### src/rtl/route_cmd_proc.sv
// Follower-vehicle command processor: a circular destination queue driven by
// UART commands and station IDs, plus a transit/pause FSM and a piezo buzzer.
module route_cmd_proc #(
    parameter int ID_W      = 6,
    parameter int DEPTH     = 4,
    parameter int BUZZ_HALF = 62500
) (
    input  logic                     clk,
    input  logic                     rst,
    input  logic                     cmd_rdy,
    input  logic [ID_W+1:0]          cmd,
    output logic                     clr_cmd_rdy,
    input  logic                     id_vld,
    input  logic [ID_W+1:0]          id,
    output logic                     clr_id_vld,
    input  logic                     ok2move,
    output logic                     go,
    output logic                     buzz,
    output logic                     buzz_n,
    output logic                     in_transit,
    output logic [ID_W-1:0]          dest_id,
    output logic [$clog2(DEPTH):0]   q_cnt,
    output logic                     arrived,
    output logic                     q_ovf
);

    localparam int PW = $clog2(DEPTH);
    localparam int CW = PW + 1;
    localparam int BW = $clog2(BUZZ_HALF);

    localparam logic [1:0] OP_STOP   = 2'b00;
    localparam logic [1:0] OP_GO     = 2'b01;
    localparam logic [1:0] OP_GO_NOW = 2'b10;
    localparam logic [1:0] OP_PAUSE  = 2'b11;

    typedef enum logic [1:0] {
        IDLE    = 2'd0,
        TRANSIT = 2'd1,
        PAUSED  = 2'd2
    } state_t;

    state_t            state_reg, state_next;
    logic [PW-1:0]     rd_ptr_reg, rd_ptr_next;
    logic [PW-1:0]     wr_ptr_reg, wr_ptr_next;
    logic [CW-1:0]     cnt_reg, cnt_next;
    logic              cmd_pend_reg, id_pend_reg;
    logic              arrived_reg, q_ovf_reg;
    logic [BW-1:0]     buzz_cnt_reg;
    logic              buzz_reg;

    logic              cmd_acc, id_acc, id_match, ovf;
    logic              wr_en;
    logic [PW-1:0]     wr_addr;
    logic [ID_W-1:0]   wr_data;
    logic [1:0]        cmd_op;
    logic [ID_W-1:0]   head;
    logic              buzz_en;
    logic [ID_W-1:0]   slots [DEPTH];

    // Accept handshakes: a held request is consumed once; nothing is accepted in reset.
    assign cmd_acc     = cmd_rdy & ~cmd_pend_reg & ~rst;
    assign id_acc      = id_vld & ~id_pend_reg & ~rst;
    assign clr_cmd_rdy = cmd_acc;
    assign clr_id_vld  = id_acc;

    assign cmd_op  = cmd[ID_W+1:ID_W];
    assign head    = slots[rd_ptr_reg];
    assign dest_id = (cnt_reg == '0) ? '0 : head;

    assign id_match = id_acc && (state_reg == TRANSIT) && (id[ID_W+1:ID_W] == 2'b00)
                      && (id[ID_W-1:0] == dest_id) && (cnt_reg != '0);

    genvar gi;
    generate
        for (gi = 0; gi < DEPTH; gi++) begin : g_slot
            logic [ID_W-1:0] slot_reg;
            always_ff @(posedge clk) begin
                if (wr_en && (wr_addr == PW'(gi))) begin
                    slot_reg <= wr_data;
                end
            end
            assign slots[gi] = slot_reg;
        end
    endgenerate

    // The ID pop is applied first; the command then acts on the popped result.
    always_comb begin
        state_next  = state_reg;
        rd_ptr_next = rd_ptr_reg;
        wr_ptr_next = wr_ptr_reg;
        cnt_next    = cnt_reg;
        wr_en       = 1'b0;
        wr_addr     = wr_ptr_reg;
        wr_data     = cmd[ID_W-1:0];
        ovf         = 1'b0;

        if (id_match) begin
            rd_ptr_next = rd_ptr_reg + PW'(1);
            cnt_next    = cnt_reg - CW'(1);
            if (cnt_reg == CW'(1)) begin
                state_next = IDLE;
            end
        end

        if (cmd_acc) begin
            case (cmd_op)
                OP_STOP: begin
                    rd_ptr_next = '0;
                    wr_ptr_next = '0;
                    cnt_next    = '0;
                    state_next  = IDLE;
                end
                OP_GO: begin
                    if (cnt_next == CW'(DEPTH)) begin
                        ovf = 1'b1;
                    end else begin
                        wr_en       = 1'b1;
                        wr_addr     = wr_ptr_reg;
                        wr_ptr_next = wr_ptr_reg + PW'(1);
                        cnt_next    = cnt_next + CW'(1);
                        if (state_next == IDLE) begin
                            state_next = TRANSIT;
                        end
                    end
                end
                OP_GO_NOW: begin
                    wr_en       = 1'b1;
                    wr_addr     = '0;
                    rd_ptr_next = '0;
                    wr_ptr_next = PW'(1);
                    cnt_next    = CW'(1);
                    if (state_next == IDLE) begin
                        state_next = TRANSIT;
                    end
                end
                OP_PAUSE: begin
                    if (state_next == TRANSIT) begin
                        state_next = PAUSED;
                    end else if (state_next == PAUSED) begin
                        state_next = TRANSIT;
                    end
                end
            endcase
        end
    end

    always_ff @(posedge clk) begin
        if (rst) begin
            state_reg    <= IDLE;
            rd_ptr_reg   <= '0;
            wr_ptr_reg   <= '0;
            cnt_reg      <= '0;
            cmd_pend_reg <= 1'b0;
            id_pend_reg  <= 1'b0;
            arrived_reg  <= 1'b0;
            q_ovf_reg    <= 1'b0;
        end else begin
            state_reg    <= state_next;
            rd_ptr_reg   <= rd_ptr_next;
            wr_ptr_reg   <= wr_ptr_next;
            cnt_reg      <= cnt_next;
            cmd_pend_reg <= cmd_rdy ? (cmd_pend_reg | cmd_acc) : 1'b0;
            id_pend_reg  <= id_vld ? (id_pend_reg | id_acc) : 1'b0;
            arrived_reg  <= id_match;
            q_ovf_reg    <= ovf;
        end
    end

    assign in_transit = (state_reg == TRANSIT);
    assign go         = in_transit & ok2move;
    assign buzz_en    = in_transit & ~ok2move;

    // Half-period counter; first edge lands BUZZ_HALF cycles after enable.
    always_ff @(posedge clk) begin
        if (rst || !buzz_en) begin
            buzz_cnt_reg <= '0;
            buzz_reg     <= 1'b0;
        end else if (buzz_cnt_reg == BW'(BUZZ_HALF - 1)) begin
            buzz_cnt_reg <= '0;
            buzz_reg     <= ~buzz_reg;
        end else begin
            buzz_cnt_reg <= buzz_cnt_reg + BW'(1);
        end
    end

    assign buzz    = buzz_reg;
    assign buzz_n  = ~buzz_reg;
    assign q_cnt   = cnt_reg;
    assign arrived = arrived_reg;
    assign q_ovf   = q_ovf_reg;

endmodule
### config.mk
export PLATFORM = sky130hd
export DESIGN_NAME = route_cmd_proc
export DESIGN_NICKNAME = d
export VERILOG_FILES = /design/src/rtl/route_cmd_proc.sv
export SDC_FILE = /design/constraint.sdc
export NUM_CORES = 1
export LEC_CHECK = 0
export BUFFER_PORTS_ARGS = -buffer_cell sky130_fd_sc_hd__buf_2
export CORE_ASPECT_RATIO = 0.7
export CORE_UTILIZATION = 52
export DETAILED_ROUTE_END_ITERATION = 10
export GPL_ROUTABILITY_DRIVEN = 0
export HOLD_SLACK_MARGIN = 0.12
export MAX_ROUTING_LAYER = met4
export PLACE_DENSITY = 0.71
export SYNTH_ARGS = -nofsm -noshare
export SYNTH_HDL_FRONTEND = slang
export SYNTH_SLANG_ARGS = --single-unit
### constraint.sdc
create_clock -name clk -period 11.2 [get_ports clk]
set_clock_uncertainty 0.05 [all_clocks]
set_input_delay 1.12 -clock clk [delete_from_list [all_inputs] [get_ports clk]]
set_output_delay 1.12 -clock clk [all_outputs]
set_load 0.02 [all_outputs]
==> flow_summary.yaml <==
global_routing:
  antenna_found_initial: 0
  grt_pass1_vias: 1776
  grt_util_all_layers: 0.219
  gr-total-overflow: 0
  grt_max_degree: 17
  grt_pass1_wl_mm: 8.88
clocking:
  path_clk_slew_ns: 0.09
  cts_tree: "built"
  postCtsHoldBufs: 0
  root_buffer: "clkbuf_8"
  htree_levels: 2
  cts.sinks: 54
  post-cts-setup-buffers: 0
  clk_path_buf_depth: 2
  cts_resized: 0
  cts_inserted_buffers: 5
  insertion_delay_ns: 0.30
power_and_ir_drop:
  max-vdd-ir-drop_mv: 0.0449
  p_leak_uw: 0.00111
  power_density_mw_per_mm2: 108
floorplan:
  io_pins: 38
  core_mm2: 0.00497
  die_area_mm2: 0.00566
  die_h_um: 63.2
  rows: 21
  die_w_um: 89.5
  initial_core_util: 0.561
drt:
  first_iter_violations: 128
  vias: 2006
  antenna_left: 0
  top_layer_used: "met4"
  wl_per_cell_um: 15.0
  vias_per_cell: 5.47
  dr_wl_met2_mm: 2.03
  drc_errors: 0
  wirelength_mm: 5.50
  drt_pre_antenna_iters: 4
  wl_met3_um: 309
  wl_met1_mm: 3.11
sta:
  worst-slew-pin-transition_ns: 1.09
  max_freq_ghz: 0.227
  fin_crit_sh: 0.393
  setup_violations: 0
  fin_crit_ns: 4.40
  rsz0062_at_grt: "false"
  hold_viol: 0
  slew-limit-headroom: 0.263
  finalMaxSlewViolations: 0
  finalSetupTns_ns: 0
setup_path:
  worstSetupEndpointType: "flip-flop"
  cp-start-kind: "flip-flop"
  crit_fanout: 9
  worst-path-buf-inv: 1
  slowest_stage: "o41ai_1"
  critPathTopFamily: "compound AO/OA/AOI/OAI gates"
  worst-endpoint-arrival_ns: 4.28
  critPathMaxStageDelay_ns: 0.95
  path_cells: "mux4_1 -> nand2_1 -> mux2_2 -> a2111o_4 -> mux2i_1 -> inv_1 -> ha_1 -> nor2b_2 -> o41ai_1"
  cp.required_ns: 11.08
  worstSetupPathType: "flip-flop to flip-flop"
yosys:
  synth_seq_area_share: 0.474
  yosys-top-cells-count: "dfxtp_1, nor2_1, edfxtp_1, inv_1, nand2_1"
  async_flop_share: 0
  yosysWarnings: 0
  synth_area_mm2: 0.00279
  synth-edff-count: 24
  synth_top_cell_by_area: "edfxtp_1"
  yosys_most_used_dff: "dfxtp_1"
  yosysMostFrequentCell: "dfxtp_1"
  synth_cell_types: 48
  synth_area_leaders: "edfxtp_1, dfxtp_1, ha_1"
  postSynthCellCount: 260
  syn-num-nets: 292
  synth.ff_latch_count: 54
  synth_top_area_frac: 0.259
  syn_avg_cell_area_um2: 10.7
layout:
  largest_register_ffs: 24
  nNetsFinal: 329
  post-route-util: 0.626
  diodes: 0
  drive_gt1_frac: 0.181
  nFillCells: 387
  areaGrowthSynthToFinish_pct: 11.6
placement:
  post-dp-hpwl_mm: 4.23
  io_buffers: 37
run:
  max-cap-violations: 0
run_status:
  status: "complete, no violations"
worst_hold_path:
  hp-class: "flip-flop to flip-flop"
## where the power goes
| part | switching [uW] | internal, uW | total (uW) |
|---|---|---|---|
| clock network | 60.0 | 43.1 | 103 |
| registers | 0.987 | 207 | 208 |
| logic | 15.7 | 9.92 | 25.7 |
## path summary, 6_finish.rpt
check | from | end | slack, ns | cells past startpoint
setup / recovery | rd_ptr_reg[0] | g_slot[0].slot_reg[4] | 6.80 | 9
setup reg to reg | rd_ptr_reg[0] | g_slot[0].slot_reg[4] | 6.80 | 9
hold / removal | buzz_cnt_reg[0] | buzz_cnt_reg[0] | 0.40 | 1
hold reg to reg | buzz_cnt_reg[0] | buzz_cnt_reg[0] | 0.40 | 1
## worst register-to-register path: stages (launching register included)
cell and delay [ns]:
dfxtp_1 0.63, mux4_1 0.62, nand2_1 0.16, mux2_2 0.39
a2111o_4 0.42, mux2i_1 0.28, inv_1 0.08, ha_1 0.24
nor2b_2 0.21, o41ai_1 0.95
## metrics by stage
step                hold slack [ns]  worst slack, ns  std cells  cell area [um^2]  total power (uW)
floorplan                     0.368             7.04        260              2790               228
global placement              0.379             6.62        359              3030               237
detailed placement            0.389             6.47        359              3030               238
CTS                           0.406             6.77        367              3110               339
global route                  0.427             6.42        367              3110               350
finish                        0.400             6.80        367              3110               337
## cells in the final DEF, fill, tap and decap left out, drive strengths merged, types with 6 or more instances in the layout
cell type / Yosys / final
a21oi: 7 / 7
nand4: 6 / 6
nor2: 28 / 28
mux4: 6 / 6
nor4b: 6 / 6
and2: 6 / 6
nand2b: 6 / 6
xor2: 7 / 7
nand3: 12 / 12
inv: 15 / 15
edfxtp: 24 / 24
dfxtp: 30 / 30
ha: 11 / 11
nor2b: 10 / 10
xnor2: 14 / 14
clkbuf: 5 / 6
o21ai: 9 / 9
nand2: 14 / 14
buf: 4 / 39
## per-layer routing
layer | vias up | track usage
met5 | - | -
met3 | 7 | 0.0524
met4 | 0 | 0.0556
li1 | 1013 | -
met1 | 925 | 0.358
met2 | 61 | 0.265
## logic make-up after synthesis
logic type | synth area share
and+or+nand+nor | 0.197
DFF | 0.474
AOI/OAI and AO/OA | 0.0938
buffers and inverters | 0.0364
xor gates and xnor gates | 0.0727
muxes | 0.0763
adders and majority gates | 0.0494
## final cells by class
class | instances | area, um^2 | area share
clock inverter | 2 | 8.76 | 0.00282
timing repair buffer | 39 | 200 | 0.0644
clock buffer | 6 | 72.6 | 0.0233
multi-input combinational | 182 | 1360 | 0.439
sequential | 54 | 1320 | 0.425
tap | 69 | 86.3 | 0.0278
inverter | 15 | 56.3 | 0.0181
Note: power is estimated with default switching activity, not from simulation.
